**src/rtl/shfifo_pkg.sv**
```systemverilog
// Shared types and helpers for the show-ahead FIFO burst reader.
package shfifo_pkg;

    typedef enum logic [0:0] {
        ST_IDLE  = 1'b0,
        ST_BURST = 1'b1
    } state_e;

    localparam int FIFO_ADDR_DEF = 3;
    localparam int CNT_W         = FIFO_ADDR_DEF + 1;

    // A zero request still moves one beat; anything past the FIFO depth is capped at the depth.
    function automatic logic [31:0] eff_len_f(input logic [31:0] len, input logic [31:0] max_len);
        logic [31:0] res_s;
        if (len == 32'd0) begin
            res_s = 32'd1;
        end else if (len > max_len) begin
            res_s = max_len;
        end else begin
            res_s = len;
        end
        return res_s;
    endfunction

endpackage

```
**src/rtl/shfifo_rd_oreg.sv**
```systemverilog
// Single-entry output register of the burst reader: load on pop, hold while stalled,
// clear once the beat is taken with nothing new behind it.
module shfifo_rd_oreg #(
    parameter int W = 32
) (
    input  logic         clk,
    input  logic         rst,
    input  logic         load,
    input  logic [W-1:0] in_dat,
    input  logic         in_sof,
    input  logic         in_eof,
    input  logic         m_rdy,
    output logic         m_vld,
    output logic [W-1:0] m_dat,
    output logic         m_sof,
    output logic         m_eof,
    output logic         can_load
);

    assign can_load = ~m_vld | m_rdy;

    // Output beat storage
    always_ff @(posedge clk) begin
        if (rst) begin
            m_vld <= 1'b0;
            m_dat <= {W{1'b0}};
            m_sof <= 1'b0;
            m_eof <= 1'b0;
        end else if (load) begin
            m_vld <= 1'b1;
            m_dat <= in_dat;
            m_sof <= in_sof;
            m_eof <= in_eof;
        end else if (m_vld && m_rdy) begin
            m_vld <= 1'b0;
        end
    end

endmodule

```
**src/rtl/shfifo_burst_reader.sv**
```systemverilog
// Drains a show-ahead FIFO in whole bursts onto a valid/ready stream with sof/eof.
// Optional idle-timeout partial flush: SHFIFO_BURST_RD_TIMEOUT_EN.
module shfifo_burst_reader
    import shfifo_pkg::*;
#(
    parameter int FIFO_WIDTH  = 32,
    parameter int FIFO_ADDR   = 3,
    parameter int TIMEOUT_CYC = 64,
    parameter int TMO_W       = 8
) (
    input  logic                  clk,
    input  logic                  rst,
    input  logic [FIFO_ADDR:0]    burst_len,
    output logic                  fifo_ren,
    input  logic [FIFO_WIDTH-1:0] fifo_rdat,
    input  logic                  fifo_empty,
    input  logic [FIFO_ADDR:0]    fifo_rcnt,
    output logic                  m_vld,
    input  logic                  m_rdy,
    output logic [FIFO_WIDTH-1:0] m_dat,
    output logic                  m_sof,
    output logic                  m_eof,
    output logic                  busy,
    output logic                  rd_underflow_err
);

    localparam int          LEN_W   = FIFO_ADDR + 1;
    localparam logic [31:0] MAX_LEN = 32'd1 << FIFO_ADDR;

    if (TIMEOUT_CYC >= (1 << TMO_W)) begin : g_tmo_cfg_bad
        $error("TIMEOUT_CYC must be below 2**TMO_W");
    end

    state_e             state_r, state_nxt_s;
    logic [LEN_W-1:0]   beat_cnt_r, beat_cnt_nxt_s;
    logic               sof_pend_r, sof_pend_nxt_s;
    logic               err_r;
    logic [LEN_W-1:0]   eff_len_s;
    logic               can_load_s;
    logic               pop_s;
    logic               start_full_s;
    logic               start_tmo_s;

    assign eff_len_s    = LEN_W'(eff_len_f(32'(burst_len), MAX_LEN));
    assign start_full_s = (state_r == ST_IDLE) && (fifo_rcnt >= eff_len_s);
    // No pop while in reset so an aborted burst leaves the FIFO contents alone.
    assign pop_s        = ~rst && (state_r == ST_BURST) && can_load_s && (beat_cnt_r != {LEN_W{1'b0}});

`ifdef SHFIFO_BURST_RD_TIMEOUT_EN
    localparam logic [TMO_W-1:0] TMO_LAST = TMO_W'(TIMEOUT_CYC - 1);
    logic [TMO_W-1:0] tmo_cnt_r;

    assign start_tmo_s = (state_r == ST_IDLE) && (fifo_rcnt != {LEN_W{1'b0}}) && (tmo_cnt_r == TMO_LAST);

    // Idle timeout counter: runs only while idle with a partial fill
    always_ff @(posedge clk) begin
        if (rst) begin
            tmo_cnt_r <= {TMO_W{1'b0}};
        end else if ((state_r == ST_IDLE) && (fifo_rcnt != {LEN_W{1'b0}}) && !start_full_s && !start_tmo_s) begin
            tmo_cnt_r <= tmo_cnt_r + TMO_W'(1);
        end else begin
            tmo_cnt_r <= {TMO_W{1'b0}};
        end
    end
`else
    assign start_tmo_s = 1'b0;
`endif

    // Burst sequencing: start condition, beat countdown, pending sof
    always_comb begin
        state_nxt_s    = state_r;
        beat_cnt_nxt_s = beat_cnt_r;
        sof_pend_nxt_s = sof_pend_r;
        case (state_r)
            ST_IDLE: begin
                if (start_full_s) begin
                    state_nxt_s    = ST_BURST;
                    beat_cnt_nxt_s = eff_len_s;
                    sof_pend_nxt_s = 1'b1;
                end else if (start_tmo_s) begin
                    state_nxt_s    = ST_BURST;
                    beat_cnt_nxt_s = fifo_rcnt;
                    sof_pend_nxt_s = 1'b1;
                end else begin
                    state_nxt_s    = ST_IDLE;
                end
            end
            ST_BURST: begin
                if (pop_s) begin
                    beat_cnt_nxt_s = beat_cnt_r - LEN_W'(1);
                    sof_pend_nxt_s = 1'b0;
                    if (beat_cnt_r == LEN_W'(1)) begin
                        state_nxt_s = ST_IDLE;
                    end else begin
                        state_nxt_s = ST_BURST;
                    end
                end else begin
                    state_nxt_s = ST_BURST;
                end
            end
            default: begin
                state_nxt_s    = ST_IDLE;
                beat_cnt_nxt_s = {LEN_W{1'b0}};
                sof_pend_nxt_s = 1'b0;
            end
        endcase
    end

    // Sequencer state registers
    always_ff @(posedge clk) begin
        if (rst) begin
            state_r    <= ST_IDLE;
            beat_cnt_r <= {LEN_W{1'b0}};
            sof_pend_r <= 1'b0;
        end else begin
            state_r    <= state_nxt_s;
            beat_cnt_r <= beat_cnt_nxt_s;
            sof_pend_r <= sof_pend_nxt_s;
        end
    end

    // Sticky underflow flag: a pop issued against an empty FIFO
    always_ff @(posedge clk) begin
        if (rst) begin
            err_r <= 1'b0;
        end else if (pop_s && fifo_empty) begin
            err_r <= 1'b1;
        end
    end

    shfifo_rd_oreg #(.W(FIFO_WIDTH)) u_oreg (
        .clk      (clk),
        .rst      (rst),
        .load     (pop_s),
        .in_dat   (fifo_rdat),
        .in_sof   (sof_pend_r),
        .in_eof   (beat_cnt_r == LEN_W'(1)),
        .m_rdy    (m_rdy),
        .m_vld    (m_vld),
        .m_dat    (m_dat),
        .m_sof    (m_sof),
        .m_eof    (m_eof),
        .can_load (can_load_s)
    );

    assign fifo_ren         = pop_s;
    assign busy             = (state_r == ST_BURST) || m_vld;
    assign rd_underflow_err = err_r;

endmodule

```
**config.mk**
```make
export PLATFORM = sky130hd
export DESIGN_NAME = shfifo_burst_reader
export DESIGN_NICKNAME = d
export VERILOG_FILES = /design/src/rtl/shfifo_pkg.sv /design/src/rtl/shfifo_rd_oreg.sv /design/src/rtl/shfifo_burst_reader.sv
export SDC_FILE = /design/constraint.sdc
export NUM_CORES = 1
export LEC_CHECK = 0
export CAP_MARGIN = 25
export CORE_MARGIN = 5
export CORE_UTILIZATION = 55
export CTS_CLUSTER_SIZE = 10
export DETAILED_ROUTE_END_ITERATION = 8
export DONT_BUFFER_PORTS = 1
export PLACE_DENSITY = 0.7
export SLEW_MARGIN = 15
export SYNTH_ARGS = -nofsm -noshare
export SYNTH_HDL_FRONTEND = slang
export SYNTH_SLANG_ARGS = --single-unit
```
**constraint.sdc**
```tcl
create_clock -name clk -period 2.4 [get_ports clk]
set_clock_uncertainty 0.2 [all_clocks]
set_input_delay 0 -clock clk [delete_from_list [all_inputs] [get_ports clk]]
set_output_delay 0 -clock clk [all_outputs]
set_load 0.05 [all_outputs]
```
==> flow_summary.json, run 1 <==
{
  "status": "finished, final reports clean",
  "gp_congestion": 0.679,
  "grt_pass1_vias": 1563,
  "overflow": 0,
  "hold_class": "input pin to flop",
  "synth_mux_area_share_pct": 1.20,
  "p_seq_share_pct": 58.7,
  "setup_tns_ps": 0,
  "track_usage_pct": 20.7,
  "start_kind": "flop",
  "worstSkewPairLatency_ps": 350,
  "syn_inst": 211,
  "synthToLayoutAreaGrowth_pct": 25.0,
  "diodes": 0,
  "cp.required_ps": 2200,
  "root_buffer": "clkbuf_4",
  "post_drt_wl_per_cell_um": 14.7,
  "numClockSinks": 42,
  "synthAdderAreaFrac_pct": 4.24,
  "p_comb_share_pct": 19.4,
  "synth-edff-count": 0,
  "multi_input_area_um2": 790,
  "cpMaxStageDelayCell": "dfxtp_1",
  "io_buffers": 0,
  "worst_ir_drop_vdd_v": 0.000347,
  "placed_cells": 246,
  "setup_viol_count_final": 0,
  "arrival_ps": 1980,
  "avgSynthCellArea_um2": 8.39,
  "htreeDepth": 2,
  "wirelength_um": 4340,
  "drt_iter0_markers": 95,
  "final_hold_viol_count": 0,
  "nets": 299,
  "synth_cell_type_count": 30,
  "relSlewSlack_pct": 64.5,
  "drv_cap": 0,
  "vias_per_cell": 5.21,
  "ios": 82,
  "yosys_warnings": 0,
  "fin_cells": 294,
  "synthSimpleGateAreaFrac_pct": 21.7,
  "grt_use_met1_pct": 22.8,
  "cts_inserted_buffers": 5,
  "synth_top_family_by_area": "simple AND/OR/NAND/NOR gates",
  "clk_pin_slew_ps": 110,
  "rsz0062_at_grt": "false",
  "dp_hpwl_um": 2750,
  "area.sequential_um2": 841,
  "preCtsSetupSlack_ps": 166,
  "grt.busiest_layer": "met2",
  "crit_path_max_incr_delay_ps": 430,
  "power.total_mw": 1.51,
  "die_w_um": 66.7,
  "synthFlopType": "dfxtp_1",
  "crit_chain": "inv_1, ha_1, or3b_4, nand3_2, inv_4, buf_4",
  "synthArstFlopShare_pct": 0,
  "netSwitchingPower_mw": 0.519,
  "postRouteAntennaNets": 0,
  "pwr-share-clk_pct": 22.0,
  "fin_crit_sh_pct": 91.0,
  "drc": 0,
  "max_slew.worst_pin.slew_ps": 532,
  "p_leak_nw": 0.814,
  "critPathKind": "flop to output pin",
  "clock_path_buffers": 2,
  "swShare_pct": 34.4,
  "ys_seq_elements": 42,
  "holdPathStages": 6,
  "use_met3_pct": 6.58,
  "grt_max_degree": 44,
  "coreArea_um2": 3080,
  "grt_pass1_wl_um": 6980,
  "path_max_fanout": 38,
  "slew_viol_final": 0,
  "start_util_pct": 57.5,
  "nFillCells": 232,
  "reg2reg_depth": 8,
  "die_h_um": 66.7,
  "synth-compound-area-share_pct": 17.5,
  "finalWorstSetupSlack_ps": 217,
  "dr.pass1.iters": 4,
  "rows": 20,
  "syn_nets": 261,
  "ys_seq_area_share_pct": 47.5,
  "synthXorXnorAreaFrac_pct": 0,
  "antenna_found_initial": 0,
  "vias": 1531,
  "syn-cell-area_um2": 1770,
  "drive_gt1_share_pct": 10.4,
  "die_area_um2": 4450,
  "p_int_mw": 0.991,
  "grt_use_met2_pct": 35.8,
  "end_kind": "output pin",
  "fmax_mhz": 458,
  "hold_ws_ps": 27.1,
  "power_density_nw_per_um2": 682,
  "tritoncts": "built",
  "finalCriticalPeriod_ps": 2180
}
[state kept, by name, summed over array words and instances, names as in the netlist]
| signal | flops |
|---|---|
| sof_pend_r | 1 |
| u_oreg.m_vld | 1 |
| beat_cnt_r | 4 |
| u_oreg.m_dat | 32 |
| rd_underflow_err | 1 |
| u_oreg.m_sof | 1 |
| state_r | 1 |
| u_oreg.m_eof | 1 |
[cell usage in the layout, fill, tap and decap left out, types with 3 or more instances in the layout]
master / count
nor2_1: 5
dfxtp_1: 42
ha_1: 6
a21oi_1: 39
buf_4: 4
inv_1: 7
nand3_1: 4
nand2_1: 73
clkbuf_4: 5
a21oi_2: 3
dlygate4sd3_1: 39
[worst max-delay path: cells and delay by family, from the launching register on]
| kind | cells | cell delay, ps |
|---|---|---|
| buffers and inverters | 3 | 670 |
| adders and majority gates | 1 | 210 |
| and+or+nand+nor | 2 | 330 |
| DFF | 1 | 430 |
[kinds of logic after synthesis]
kind of cell | count (synthesis)
AOI/OAI and AO/OA | 49
adders and majority gates | 6
buffers and inverters | 21
DFF | 42
muxes | 2
and+or+nand+nor | 91
[cell type report]
cell class	count	share of cell area, %
multi-input combinational	148	35.7
tap	44	2.49
clock buffer	6	1.87
timing repair buffer	44	19.9
inverter	8	1.47
clock inverter	2	0.622
sequential	42	38.0
[power by group through the flow]
stage | sequential [mW] | combinational, mW | clock (mW)
final | 0.886 | 0.292 | 0.332
after global routing | 0.892 | 0.324 | 0.385
after CTS | 0.885 | 0.289 | 0.347
after detailed placement | 0.901 | 0.223 | 0
after global placement | 0.899 | 0.211 | 0
after floorplan | 0.894 | 0.214 | 0
[timing repair]
action / 4_1_cts / 5_1_grt
gates resized for setup: 0 / 2
setup endpoints to repair: 0 / 2
hold buffers: 40 / 0
endpoints found under the hold margin: 42 / 0
setup buffers: 0 / 0
[layer usage]
layer	wire (um)	share of wire [%]	up-vias
met5	0	0	-
met4	76	1.8	0
met3	463	11	9
met2	2090	48	76
met1	1700	39	681
li1	-	-	765
[synth_stat cells (3+ instances only)]
| master | n | area share, % |
|---|---|---|
| buf_6 | 8 | 5.1 |
| a21oi_2 | 3 | 1.5 |
| ha_1 | 6 | 4.2 |
| nor2_1 | 5 | 1.1 |
| nand2_1 | 73 | 15 |
| inv_1 | 7 | 1.5 |
| nand3_1 | 4 | 1.1 |
| dfxtp_1 | 42 | 47 |
| a21oi_1 | 39 | 11 |
| clkbuf_1 | 4 | 0.85 |
[through the flow]
step	instance area (um2)	util (%)
after floorplan	1770	-
after global placement	1750	56.7
after detailed placement	1750	56.7
after CTS	2210	71.8
after global routing	2210	71.9
final	2210	71.9
[worst paths after layout]
check | endpoint | slack [ps] | startpoint
worst max-delay path | fifo_ren | 220 | beat_cnt_r[0]
worst min-delay path | beat_cnt_r[0] | 30 | fifo_rcnt[3]
worst max register to register | u_oreg.m_dat[6] | 240 | beat_cnt_r[1]
worst min register to register | u_oreg.m_sof | 260 | sof_pend_r
Power figures use the tool's default switching activity.
==> run 2, diff against run 1 <==
- CTS_BUF_LIST: not set -> sky130_fd_sc_hd__clkbuf_4 sky130_fd_sc_hd__clkbuf_8
- PLACE_DENSITY: 0.7 -> 0.73
- clock period: 2.4 -> 2 ns (I/O delays scaled with it)
==> run 2 against run 1 <==
Net effect:
- clock-buffer cell count stayed put
- sequential share of layout area down 4.9 points
- highest routed layer unchanged
- combinational power increased by 94%
- final cell count grew 10%
- utilization rose by 11 points
==> flow_summary.json, run 2 (synthesis results as in run 1) <==
{
  "status": "finished, final reports clean",
  "p_leak_nw": 1.01,
  "hold_class": "input pin to flop",
  "vias_per_cell": 5.40,
  "overflow": 0,
  "drt-met1-wl_um": 2020,
  "rsz0062_at_grt": "true",
  "postLayoutCoreUtil_pct": 82.8,
  "ios": 82,
  "design_area_um2": 2550,
  "path_max_fanout": 3,
  "worstHoldStart": "rst",
  "preCtsSetupSlack_ps": -128,
  "crit_chain": "inv_2, ha_4, or3b_4, buf_4, a31o_4, o31ai_4, nor2_2, a211oi_2",
  "fin_crit_sh_pct": 97.8,
  "wirelength_um": 5550,
  "cpMaxStageDelayCell": "or3b_4",
  "largest_reg_flops": 32,
  "largest_register": "u_oreg.m_dat",
  "slew_viol_final": 0,
  "worstSkewPairLatency_ps": 360,
  "postPlaceCellArea_um2": 1920,
  "setup_tns_ps": 0,
  "clock_path_buffers": 2,
  "track_usage_pct": 24.5,
  "placed_cells": 269,
  "r2r-start": "beat_cnt_r[1]",
  "final_hold_viol_count": 0,
  "grt_pass1_vias": 1758,
  "dr.pass1.iters": 6,
  "finalCriticalPeriod_ps": 1960,
  "power.total_mw": 2.12,
  "hold_ws_ps": 22.6,
  "clk_pin_slew_ps": 120,
  "htreeDepth": 2,
  "grt_max_degree": 44,
  "numClockSinks": 42,
  "cts_inserted_buffers": 5,
  "die_h_um": 66.7,
  "mostFrequentLayoutCell": "nand2_1",
  "critPathKind": "flop to flop",
  "finalWorstSetupSlack_ps": 43.7,
  "vias": 1750,
  "die_area_um2": 4450,
  "setup_viol_count_final": 0,
  "tritoncts": "built",
  "root_buffer": "clkbuf_4",
  "dp_hpwl_um": 3040,
  "crit_start": "beat_cnt_r[1]",
  "grt_pass1_wl_um": 8180,
  "post_drt_wl_per_cell_um": 17.1,
  "die_w_um": 66.7,
  "drv_cap": 0,
  "power_density_nw_per_um2": 831,
  "postRouteAntennaNets": 0,
  "drt_iter0_markers": 142,
  "start_util_pct": 57.5,
  "gp_congestion": 0.782,
  "worst_ir_drop_vdd_v": 0.000529,
  "io_buffers": 0,
  "start_kind": "flop",
  "antenna_found_initial": 0,
  "final_cell_mix": "nand2_1 (73), dfxtp_1 (40), dlygate4sd3_1 (40)",
  "fmax_mhz": 511,
  "crit_path_max_incr_delay_ps": 410,
  "nets": 329,
  "relSlewSlack_pct": 63.6,
  "drive_gt1_share_pct": 22.6,
  "arrival_ps": 2040,
  "synthToLayoutAreaGrowth_pct": 44.0,
  "largestRegisters": "u_oreg.m_dat: 32 flops, beat_cnt_r: 4 flops",
  "coreArea_um2": 3080,
  "cp.required_ps": 2090,
  "rows": 20,
  "max_slew.worst_pin.slew_ps": 545,
  "fin_cells": 324,
  "routed-wl-met3_um": 504,
  "dr_wl_met2_um": 2890,
  "top_layer": "met4",
  "end_kind": "flop",
  "drc": 0
}
==> run 2: cell types whose count changed in the layout (fill, tap and decap cells not counted), moves of 2 or more <==
cell / before / now
buf_4: 4 / 30
dfxtp_1: 42 / 40
dfxtp_2: 0 / 2
inv_1: 7 / 4
inv_2: 0 / 3
==> run 2: worst paths after layout <==
check / to / slack (ps) / depth (start not counted)
setup / recovery: beat_cnt_r[1] / 40 / 8
setup reg to reg: beat_cnt_r[1] / 40 / 8
hold reg to reg: u_oreg.m_dat[21] / 260 / 2
hold / removal: u_oreg.m_dat[12] / 20 / 5
==> run 2: layer usage <==
layer / track usage, % / vias up
met5: 0 / -
met4: 10.4 / 0
met3: 8.77 / 15
met2: 45.9 / 88
met1: 23.8 / 816
li1: - / 831
==> run 2: cell type report <==
cell class / instances / area [um2]
clock buffer: 6 / 51.3
timing repair inverter: 1 / 6.26
inverter: 8 / 37.5
tap: 44 / 55.1
antenna: 1 / 2.50
multi-input combinational: 148 / 843
timing repair buffer: 73 / 681
fill: 188 / 528
sequential: 42 / 843
clock inverter: 1 / 30.0
==> run 2: where the power goes <==
part           switching, mW  total, mW  internal (mW)
Combinational          0.324      0.566          0.242
Sequential            0.0980      0.990          0.892
Clock                  0.271      0.562          0.291
Total                  0.693       2.12           1.43
==> run 2: worst max-delay path, delay by kind of cell, from the launching register on <==
kind            cells  cell delay, ps
simple gates        2             490
compound gates      3             490
flops               1             340
buf+inv             2             230
fa+ha+maj           1             130
==> run 2: what timing repair did <==
action	in CTS	in global routing
hold buffers	41	0
pin swaps	0	2
gates cloned	1	0
setup buffers	1	4
endpoints found under the hold margin	42	0
endpoints found under the setup margin	34	34
gates resized for setup	9	12
==> run 3, diff against run 2 <==
- RECOVER_POWER: not set -> 100
- SKIP_CTS_REPAIR_TIMING: not set -> 1
==> run 3 against run 2 <==
Net effect:
- design area fell by 3.0%
- combinational power fell by 5.7%
- sequential share of layout area rose by 1.0 points
- total power fell by 2.0%
- critical path type unchanged
- critical endpoint unchanged
==> flow_summary.json, run 3 (synthesis results as in run 1) <==
{
  "crit_family": "simple AND/OR/NAND/NOR gates",
  "drt-met1-wl_um": 2000,
  "vias_per_cell": 5.42,
  "worstSkewPairLatency_ps": 350,
  "grt_pass1_vias": 1454,
  "drc": 0,
  "die_h_um": 66.7,
  "relSlewSlack_pct": 54.6,
  "tritoncts": "built",
  "die_w_um": 66.7,
  "r2r-start": "beat_cnt_r[1]",
  "worst_ir_drop_vdd_v": 0.000459,
  "numClockSinks": 42,
  "clk_pin_slew_ps": 120,
  "path_buf_inv": 2,
  "antenna_found_initial": 0,
  "crit_chain": "inv_2, ha_1, or3b_4, buf_4, a31o_4, o31ai_4, nor2_2, a211oi_2",
  "root_buffer": "clkbuf_4",
  "clock_path_buffers": 2,
  "drv_cap": 0,
  "grt_pass1_wl_um": 6330,
  "mostFrequentLayoutCell": "nand2_1",
  "crit_path_max_incr_delay_ps": 410,
  "io_buffers": 0,
  "postLayoutCoreUtil_pct": 80.4,
  "hold_ws_ps": 20.7,
  "p_leak_nw": 0.944,
  "largest_register": "u_oreg.m_dat",
  "die_area_um2": 4450,
  "wirelength_um": 5620,
  "overflow": 0,
  "slew_viol_final": 0,
  "dr.pass1.iters": 4,
  "crit_start": "beat_cnt_r[1]",
  "final_cell_mix": "nand2_1 (73), dfxtp_1 (40), dlygate4sd3_1 (40)",
  "coreArea_um2": 3080,
  "postRouteAntennaNets": 0,
  "dp_hpwl_um": 3040,
  "fmax_mhz": 511,
  "vias": 1778,
  "nets": 333,
  "fin_cells": 328,
  "cpMaxStageDelayCell": "or3b_4",
  "status": "finished, final reports clean",
  "power_density_nw_per_um2": 839,
  "hold_class": "input pin to flop",
  "arrival_ps": 2040,
  "drive_gt1_share_pct": 15.9,
  "rows": 20,
  "max_slew.worst_pin.slew_ps": 681,
  "cp.required_ps": 2080,
  "top_layer": "met4",
  "synthToLayoutAreaGrowth_pct": 39.7,
  "grt_max_degree": 45,
  "htreeDepth": 2,
  "final_hold_viol_count": 0,
  "start_kind": "flop",
  "setup_viol_count_final": 0,
  "track_usage_pct": 18.7,
  "path_max_fanout": 3,
  "worstHoldStart": "fifo_rcnt[3]",
  "placed_cells": 269,
  "start_util_pct": 57.5,
  "gp_congestion": 0.782,
  "cts_inserted_buffers": 5,
  "ios": 82,
  "drt_iter0_markers": 122,
  "design_area_um2": 2470,
  "end_kind": "flop",
  "postPlaceCellArea_um2": 1920,
  "critPathKind": "flop to flop",
  "finalCriticalPeriod_ps": 1960,
  "largest_reg_flops": 32,
  "routed-wl-met3_um": 519,
  "dr_wl_met2_um": 2930,
  "fin_crit_sh_pct": 97.8,
  "post_drt_wl_per_cell_um": 17.1,
  "largestRegisters": "u_oreg.m_dat: 32 flops, beat_cnt_r: 4 flops"
}
==> run 3: report_power, final <==
group          internal, mW  leakage, nW  switching, mW  total [mW]
Clock                 0.291       0.0443          0.263       0.554
Sequential            0.892        0.342         0.0948       0.987
Combinational         0.222        0.558          0.313       0.534
Total                  1.41        0.944          0.670        2.08
==> run 3: path summary, 6_finish.rpt <==
kind | end | slack (ps) | depth (start not counted)
worst min-delay path | state_r | 20 | 5
worst min register to register | u_oreg.m_dat[14] | 260 | 2
worst max register to register | beat_cnt_r[1] | 40 | 8
worst max-delay path | beat_cnt_r[1] | 40 | 8
==> run 3: area by class of cell <==
cell class | instances | area [um2]
clock buffer | 6 | 51.3
clock inverter | 1 | 30.0
inverter | 8 | 30.0
timing repair inverter | 1 | 8.76
multi-input combinational | 148 | 808
tap | 44 | 55.1
timing repair buffer | 77 | 644
sequential | 42 | 843
fill | 221 | 604
antenna | 1 | 2.50
==> run 3: stage by stage <==
step                      total power [mW]  setup slack [ps]  setup TNS, ps
after floorplan                       1.33               188              0
after global placement                1.38             -38.5          -38.5
after detailed placement              1.39              -128           -494
after CTS                             1.94              -292          -2120
after global routing                  2.17             -18.7          -18.7
final                                 2.08              43.2              0
==> run 3: layer usage <==
| layer | vias up | track usage (%) |
|---|---|---|
| li1 | 841 | - |
| met1 | 825 | 19.1 |
| met2 | 92 | 33.7 |
| met3 | 20 | 7.93 |
| met4 | 0 | 6.85 |
| met5 | - | 0 |
==> run 3: worst min-delay path, stage by stage <==
cell and delay (ps):
ha_1 120, a21oi_1 40, nand2_1 140, nor3_1 100
nor3b_2 140
